$ cat config.mk
export PLATFORM = sky130hd
export DESIGN_NAME = booth_seq_controller
export DESIGN_NICKNAME = d
export VERILOG_FILES = /design/src/rtl/booth_seq_controller_pkg.sv /design/src/rtl/booth_step.sv /design/src/rtl/booth_seq_controller.sv
export SDC_FILE = /design/constraint.sdc
export NUM_CORES = 1
export LEC_CHECK = 0
export CAP_MARGIN = 10
export CORE_UTILIZATION = 25
export CTS_CLUSTER_DIAMETER = 120
export CTS_CLUSTER_SIZE = 30
export DETAILED_ROUTE_END_ITERATION = 12
export GPL_ROUTABILITY_DRIVEN = 0
export PLACE_DENSITY = 0.49
export SETUP_SLACK_MARGIN = 0.1
export SLEW_MARGIN = 20
export SYNTH_ARGS = -nofsm -noshare
export SYNTH_HDL_FRONTEND = slang
export SYNTH_SLANG_ARGS = --single-unit
$ cat constraint.sdc
create_clock -name clk -period 2.15 [get_ports clk]
set_input_delay 0.43 -clock clk [delete_from_list [all_inputs] [get_ports clk]]
set_output_delay 0.43 -clock clk [all_outputs]
set_load 0.02 [all_outputs]
$ cat src/rtl/booth_seq_controller_pkg.sv
// rtl/booth_seq_controller_pkg.sv - shared state and Booth pair encodings for the sequential multiplier
package booth_seq_controller_pkg;

  typedef enum logic [1:0] {
    ST_IDLE = 2'd0,
    ST_RUN  = 2'd1,
    ST_DONE = 2'd2
  } state_e;

  localparam logic [1:0] BOOTH_NOP0 = 2'b00;
  localparam logic [1:0] BOOTH_ADD  = 2'b01;
  localparam logic [1:0] BOOTH_SUB  = 2'b10;
  localparam logic [1:0] BOOTH_NOP1 = 2'b11;

endpackage

$ cat src/rtl/booth_step.sv
// rtl/booth_step.sv - one radix-2 Booth recode/add/arith-shift step on the partial product
module booth_step
  import booth_seq_controller_pkg::*;
#(
  parameter int W = 4
) (
  input  logic [2*W+1:0] p_in,
  input  logic [W:0]     m,
  output logic [2*W+1:0] p_out
);

  logic [W:0] hi;
  logic [W:0] hi_sum;

  always_comb begin
    hi = p_in[2*W+1:W+1];
    case (p_in[1:0])
      BOOTH_ADD:  hi_sum = hi + m;
      BOOTH_SUB:  hi_sum = hi - m;
      BOOTH_NOP0: hi_sum = hi;
      BOOTH_NOP1: hi_sum = hi;
      default:    hi_sum = hi;
    endcase
    // Sign bit of the W+1-bit hi half is replicated into the vacated top bit.
    p_out = {hi_sum[W], hi_sum, p_in[W:1]};
  end

endmodule

$ cat src/rtl/booth_seq_controller.sv
// rtl/booth_seq_controller.sv - valid/ready sequencer running W Booth steps per signed multiply
module booth_seq_controller
  import booth_seq_controller_pkg::*;
#(
  parameter int W     = 4,
  parameter int CNT_W = 3
) (
  input  logic             clk,
  input  logic             rst,
  input  logic             in_valid,
  output logic             in_ready,
  input  logic [W-1:0]     in_a,
  input  logic [W-1:0]     in_x,
  output logic             out_valid,
  input  logic             out_ready,
  output logic [2*W-1:0]   out_p,
  output logic             busy
);

  state_e                state_q, state_d;
  logic [CNT_W-1:0]      cnt_q, cnt_d;
  logic [W:0]            m_q, m_d;
  logic [2*W+1:0]        p_q, p_d;
  logic [2*W-1:0]        out_p_q, out_p_d;
  logic [2*W+1:0]        p_step;

  booth_step #(.W(W)) u_step (
    .p_in  (p_q),
    .m     (m_q),
    .p_out (p_step)
  );

  always_comb begin
    state_d = state_q;
    cnt_d   = cnt_q;
    m_d     = m_q;
    p_d     = p_q;
    out_p_d = out_p_q;
    case (state_q)
      ST_IDLE: begin
        if (in_valid) begin
          m_d     = {in_a[W-1], in_a};
          p_d     = {{(W+1){1'b0}}, in_x, 1'b0};
          cnt_d   = '0;
          state_d = ST_RUN;
        end
      end
      ST_RUN: begin
        p_d   = p_step;
        cnt_d = cnt_q + 1'b1;
        if (cnt_q == CNT_W'(W - 1)) begin
          state_d = ST_DONE;
          // Product is captured once here so it survives the return to IDLE.
          out_p_d = p_step[2*W:1];
        end
      end
      ST_DONE: begin
        if (out_ready) begin
          state_d = ST_IDLE;
        end
      end
      default: state_d = ST_IDLE;
    endcase
  end

  always_ff @(posedge clk) begin
    if (rst) begin
      state_q <= ST_IDLE;
      cnt_q   <= '0;
      m_q     <= '0;
      p_q     <= '0;
      out_p_q <= '0;
    end else begin
      state_q <= state_d;
      cnt_q   <= cnt_d;
      m_q     <= m_d;
      p_q     <= p_d;
      out_p_q <= out_p_d;
    end
  end

  assign in_ready  = (state_q == ST_IDLE) && !rst;
  assign out_valid = (state_q == ST_DONE);
  assign out_p     = out_p_q;
  assign busy      = (state_q != ST_IDLE);

endmodule
# Word level (Yosys, flattened, before mapping)
# Index checks and enable logic that the tools add are counted.
# totals
regBits	27
inputBits	12
out_inout_bits	11
elab_cells	37
# op_classes
n_addsub	3
n_eq_ne	9
mux	9
reduce_logical	11
# op_table
operator	count
$pmux W10 S2	1
$pmux W5 S3	1
$mux W10	1
$eq A2 B2 Y1 const B	3
$mux W2	3
$pmux W2 S3	1
$pmux W3 S2	1
$reduce_and A2 Y1	3
$add A5 B5 Y5	1
$sub A5 B5 Y5	1
$eq A2 B1 Y1 const B	2
$logic_not A2 Y1	2
$ne A2 B2 Y1 const B	2
$reduce_bool A2 Y1	2
$add A3 B1 Y3 const B	1
$eq A3 B2 Y1 const B	1
$mux W3	1
$reduce_and A3 Y1	1
$ne A2 B1 Y1 const B	1
$reduce_or A2 Y1	1
$logic_and A1 B1 Y1	1
$logic_not A1 Y1	1

# Longest topological paths before layout
# depth
word_depth	4
mapped_depth	10
depth_no_buf	10

# Cells and area by module
# From an unflattened synthesis, not the netlist that was laid out.
# hier_totals
hier_cells	162
area_unflattened_um2	1456.4
# by_module_without_submodules
module	instances	cells_per_inst	area_per_inst_um2	seq_area_each_um2
booth_seq_controller	1	114	1093.5	540.5
booth_step	1	48	362.8	0.0

# Least setup slack after synthesis
# Ideal clock, no wire load.
# synth_path
path_kind	register to register
start	register m_q[0]
end	register out_p_q[7], in the netlist out_p[7]
setup_time_ns	0.091
arrival_ns	2.266
required_time_ns	2.059
path_slack_ns	-0.207
path_stages_with_launch	10
n_path_buf	0
period_less_slack_ns	2.357
cell_sequence	dfxtp_1 -> inv_1 -> ha_1 -> mux2_2 -> fa_1 -> nand2b_1 -> a21oi_2 -> xnor2_1 -> or3_1 -> a311oi_1
# synth_via
elab_chain_len	2
word_cells_on_any_way	3
classes_between	add/sub: 2; mux: 1
# synth_rtl
element	line_no	rtl
from (decl)	booth_seq_controller.sv:22	logic [W:0] m_q, m_d;
from (signal assigned)	booth_seq_controller.sv:76	m_q <= m_d;
$sub A5 B5 Y5 / $add A5 B5 Y5 (equally long branches)	booth_step.sv:19, booth_step.sv:18	
$pmux W5 S3 *	booth_step.sv:17	case (p_in[1:0])
to (signal assigned)	booth_seq_controller.sv:78	out_p_q <= out_p_d;
to (decl)	booth_seq_controller.sv:24	logic [2*W-1:0] out_p_q, out_p_d;
# Every way passes the cells marked *; elsewhere a longest branch is shown, timed or not.
# A chain may end at the register's enable or synchronous reset.

# Final worst setup path
# layout_path
start	register m_q[0]
end	register p_q[8]
# layout_via
elab_chain_len	3
word_cells_on_any_way	4
classes_between	add/sub: 2; mux: 2
# layout_rtl
element	line_no	rtl
$sub A5 B5 Y5 / $add A5 B5 Y5 (equally long branches)	booth_step.sv:19, booth_step.sv:18	
$pmux W5 S3 *	booth_step.sv:17	
$pmux W10 S2 *	booth_seq_controller.sv:39	case (state_q)
to (signal assigned)	booth_seq_controller.sv:77	p_q <= p_d;
to (decl)	booth_seq_controller.sv:23	logic [2*W+1:0] p_q, p_d;
# Marked as above.

==> impl_results.md <==
- PwrDens: 638 nW/µm²
- PortBufs: 22
- Crit Path Max Fanout: 4
- # setup viols final: 4
- DR pass1 iterations: 4
- Worst min-delay path startpoint: out_p[1]
- First-pass GRT wire length: 5090 µm
- Post-synth EDFFs: 0
- Worst ir drop on vdd: 307 µV
- CTS root buf: clkbuf_8
- Mapped cell area: about 1300 µm²
- Leak Pwr: 0.663 nW
- Slew at the pin with the worst max-slew slack: 0.482 ns
- Ys async rst share: 0
- Largest net degree at the start of global routing: 27
- Core Area: 5070 µm²
- Fmax achieved: 0.440 GHz
- DRT iter0 DRCs: between 50 and 60
- CP arrival: 2.48 ns
- Tcrit/Tclk final: 1.06
- Yosys top cell area share: 0.396
- Mapped Nets: 190
- Vias in the first global route: 1,060
- Site Rows: 26
- Post-route worst setup slack: -0.125 ns
- Nets: ~220
- Syn-to-layout area delta: 38.2%
- Hold endpoint: out_p[1]
- Worst Path Class, Setup: reg2reg
- Hold Crit Class: reg2reg
- CTS clock-pin slew for the worst setup and hold paths: 0.09 ns
- WL per Instance: 11.9 µm
- Worst Path Required: about 2.4 ns
- YS warnings: 0
- Reg2Reg Depth: 9
- # hold bufs at CTS: 0
- Most numerous cell in the Yosys netlist: nand2_1
- Unique cell type count in the Yosys netlist: 28
- Ranking of synthesized cells by area: dfxtp_1 (40%), nand2_1 (10%), a21oi_1 (7.6%), ha_1 (7.6%), nor2_1 (5.1%)
- Antenna viol nets, final: 0
- CP endpoint kind: flip-flop
- Clock Latency Late Sink: ~0.27 ns
- Drt total wl: 3190 µm
- Total GRT Usage: 0.123
- # diodes: 0
- Post-Route Skew: between 0.003 and 0.004 ns
- Initial core utilization: 0.259
- Grt total ovfl: 0
- Drt drc: 0
- Post-synthesis sequential area ratio: 0.396
- Critical path startpoint category: flip-flop
- Worst-case clock buffer depth: 2
- H-tree levels: 1
- Status: finished, violations left
- Flip-flop and latch count after synthesis: 26
- Max Cap Viol: 0
- Final Hold Viols: 0
- Initial antenna violation count: 0
- WHS Path Cells: 2
- Max_slew headroom: 0.678
- Die Y: 74.5 µm
- FF-to-FF setup slack: -0.13 ns
- Post-Syn Area per Cell: 7.78 µm²
- Die X-Extent: 74.5 µm
- Via count: 1,190
- Reg2reg start: m_q[0]
- Setup slack after placement: -0.128 ns
- Fin crit period: 2.28 ns
- Yosys top cell by area: dfxtp_1
- RSZ-0062 raised after global routing: yes
- Clock net sink count: 26
- Ratio of cells with drive above 1 in the final layout: 0.181
- DR vias/cell: 4.42
- IO Count: 23
- CTS tree: yes
- Slew Limit Fails: 0
- Final design utilization: 0.358
- DIE AREA: ~5600 µm²
- Post-synthesis cell count: about 170
- Worst R2R End: p_q[8]
- TritonCTS Buffers: 3
- Detail Placement HPWL: 2160 µm
- Synth top cells by count: nand2_1 (36), dfxtp_1 (26), a21oi_1 (20), nor2_1 (18), clkbuf_1 (9)
- Post-synth top flop: dfxtp_1
- Failing checks: negative setup slack
placed cells by master (no fill, tap or decap), drive strengths merged:
cell,n
and2,3
nand2b,5
a31oi,2
nand3b,1
o21ai,3
clkdlybuf4s50,21
nand4b,1
mux2i,2
inv,8
nor3,1
o211ai,1
dlygate4sd2,1
a311oi,5
fa,1
ha,8
o21a,1
or3,2
nor2b,3
clkbuf,4
xor2,1
mux2,1
xnor2,3
nand3,4
dfxtp,26
nor2,18
a22oi,1
or4,1
a21oi,22
buf,13
nand2,36
critical path: stages (launching register included):
cell      delay, ns
dfxtp_2        0.34
inv_2          0.05
ha_4           0.23
mux2_4         0.28
fa_2           0.34
nand2b_4       0.15
a21oi_4        0.14
xnor2_2        0.11
or4_1          0.40
a31oi_1        0.17
kinds of logic after synthesis:
group / Yosys count / share of synthesized area
multiplexers: 3 / 0.0238
AND/OR/NAND/NOR: 75 / 0.253
adder cells (fa/ha/maj): 9 / 0.0913
XOR/XNOR: 4 / 0.0266
AO/OA/AOI/OAI: 35 / 0.161
flip-flops: 26 / 0.396
buffers and inverters: 17 / 0.0485
where the power goes:
part	leakage (nW)	total [mW]	switching [mW]	internal [mW]
clock	0.0288	0.324	0.161	0.164
sequential	0.213	0.517	0.0157	0.501
combinational	0.422	0.318	0.159	0.159
sequential cells by signal (all words and copies together), names as in the netlist:
signal	cells
out_p	8
cnt_q	3
m_q	4
p_q	9
state_q	2
through the flow:
step	hold slack (ns)	power, mW	TNS [ns]	area, µm²	std cells
after floorplan	0.446	0.704	-0.133	1330	169
after global placement	0.443	0.795	-0.186	1680	262
after detailed placement	0.446	0.796	-0.223	1680	262
after CTS	0.460	1.15	-0.195	1780	266
after global routing	0.485	1.23	-0.720	1820	269
final	0.457	1.16	-0.352	1820	269
layer usage:
layer,global-route usage,vias up,share of wire
met5,0,-,0
met4,0.0252,0,0.0053
met3,0.0325,2,0.048
met2,0.197,25,0.46
met1,0.166,538,0.49
li1,-,625,-
cell type report:
type / count / area (µm²)
Sequential cell: 26 / 524
Timing Repair Buffer: 35 / 317
Multi-Input combinational cell: 126 / 803
Clock buffer: 4 / 55.1
Inverter: 8 / 30.0
Fill cell: 578 / 3260
Tap cell: 70 / 87.6
what timing repair did:
action | 4_1_cts | 5_1_grt
cloned | 0 | 0
gates resized for setup | 11 | 5
pin swaps | 5 | 8
endpoints found under the setup margin | 7 | 6
buffers inserted | 0 | 3
worst max path at each step:
stage                 from        to  cells past startpoint
finish              m_q[0]    p_q[8]                      9
global placement    m_q[0]  out_p[7]                      9
CTS                 m_q[0]  out_p[7]                      9
detailed placement  m_q[0]  out_p[7]                      9
global route        m_q[0]    p_q[8]                      9
floorplan           m_q[0]  out_p[7]                      9
No activity file was read; power rests on OpenSTA's default activity.
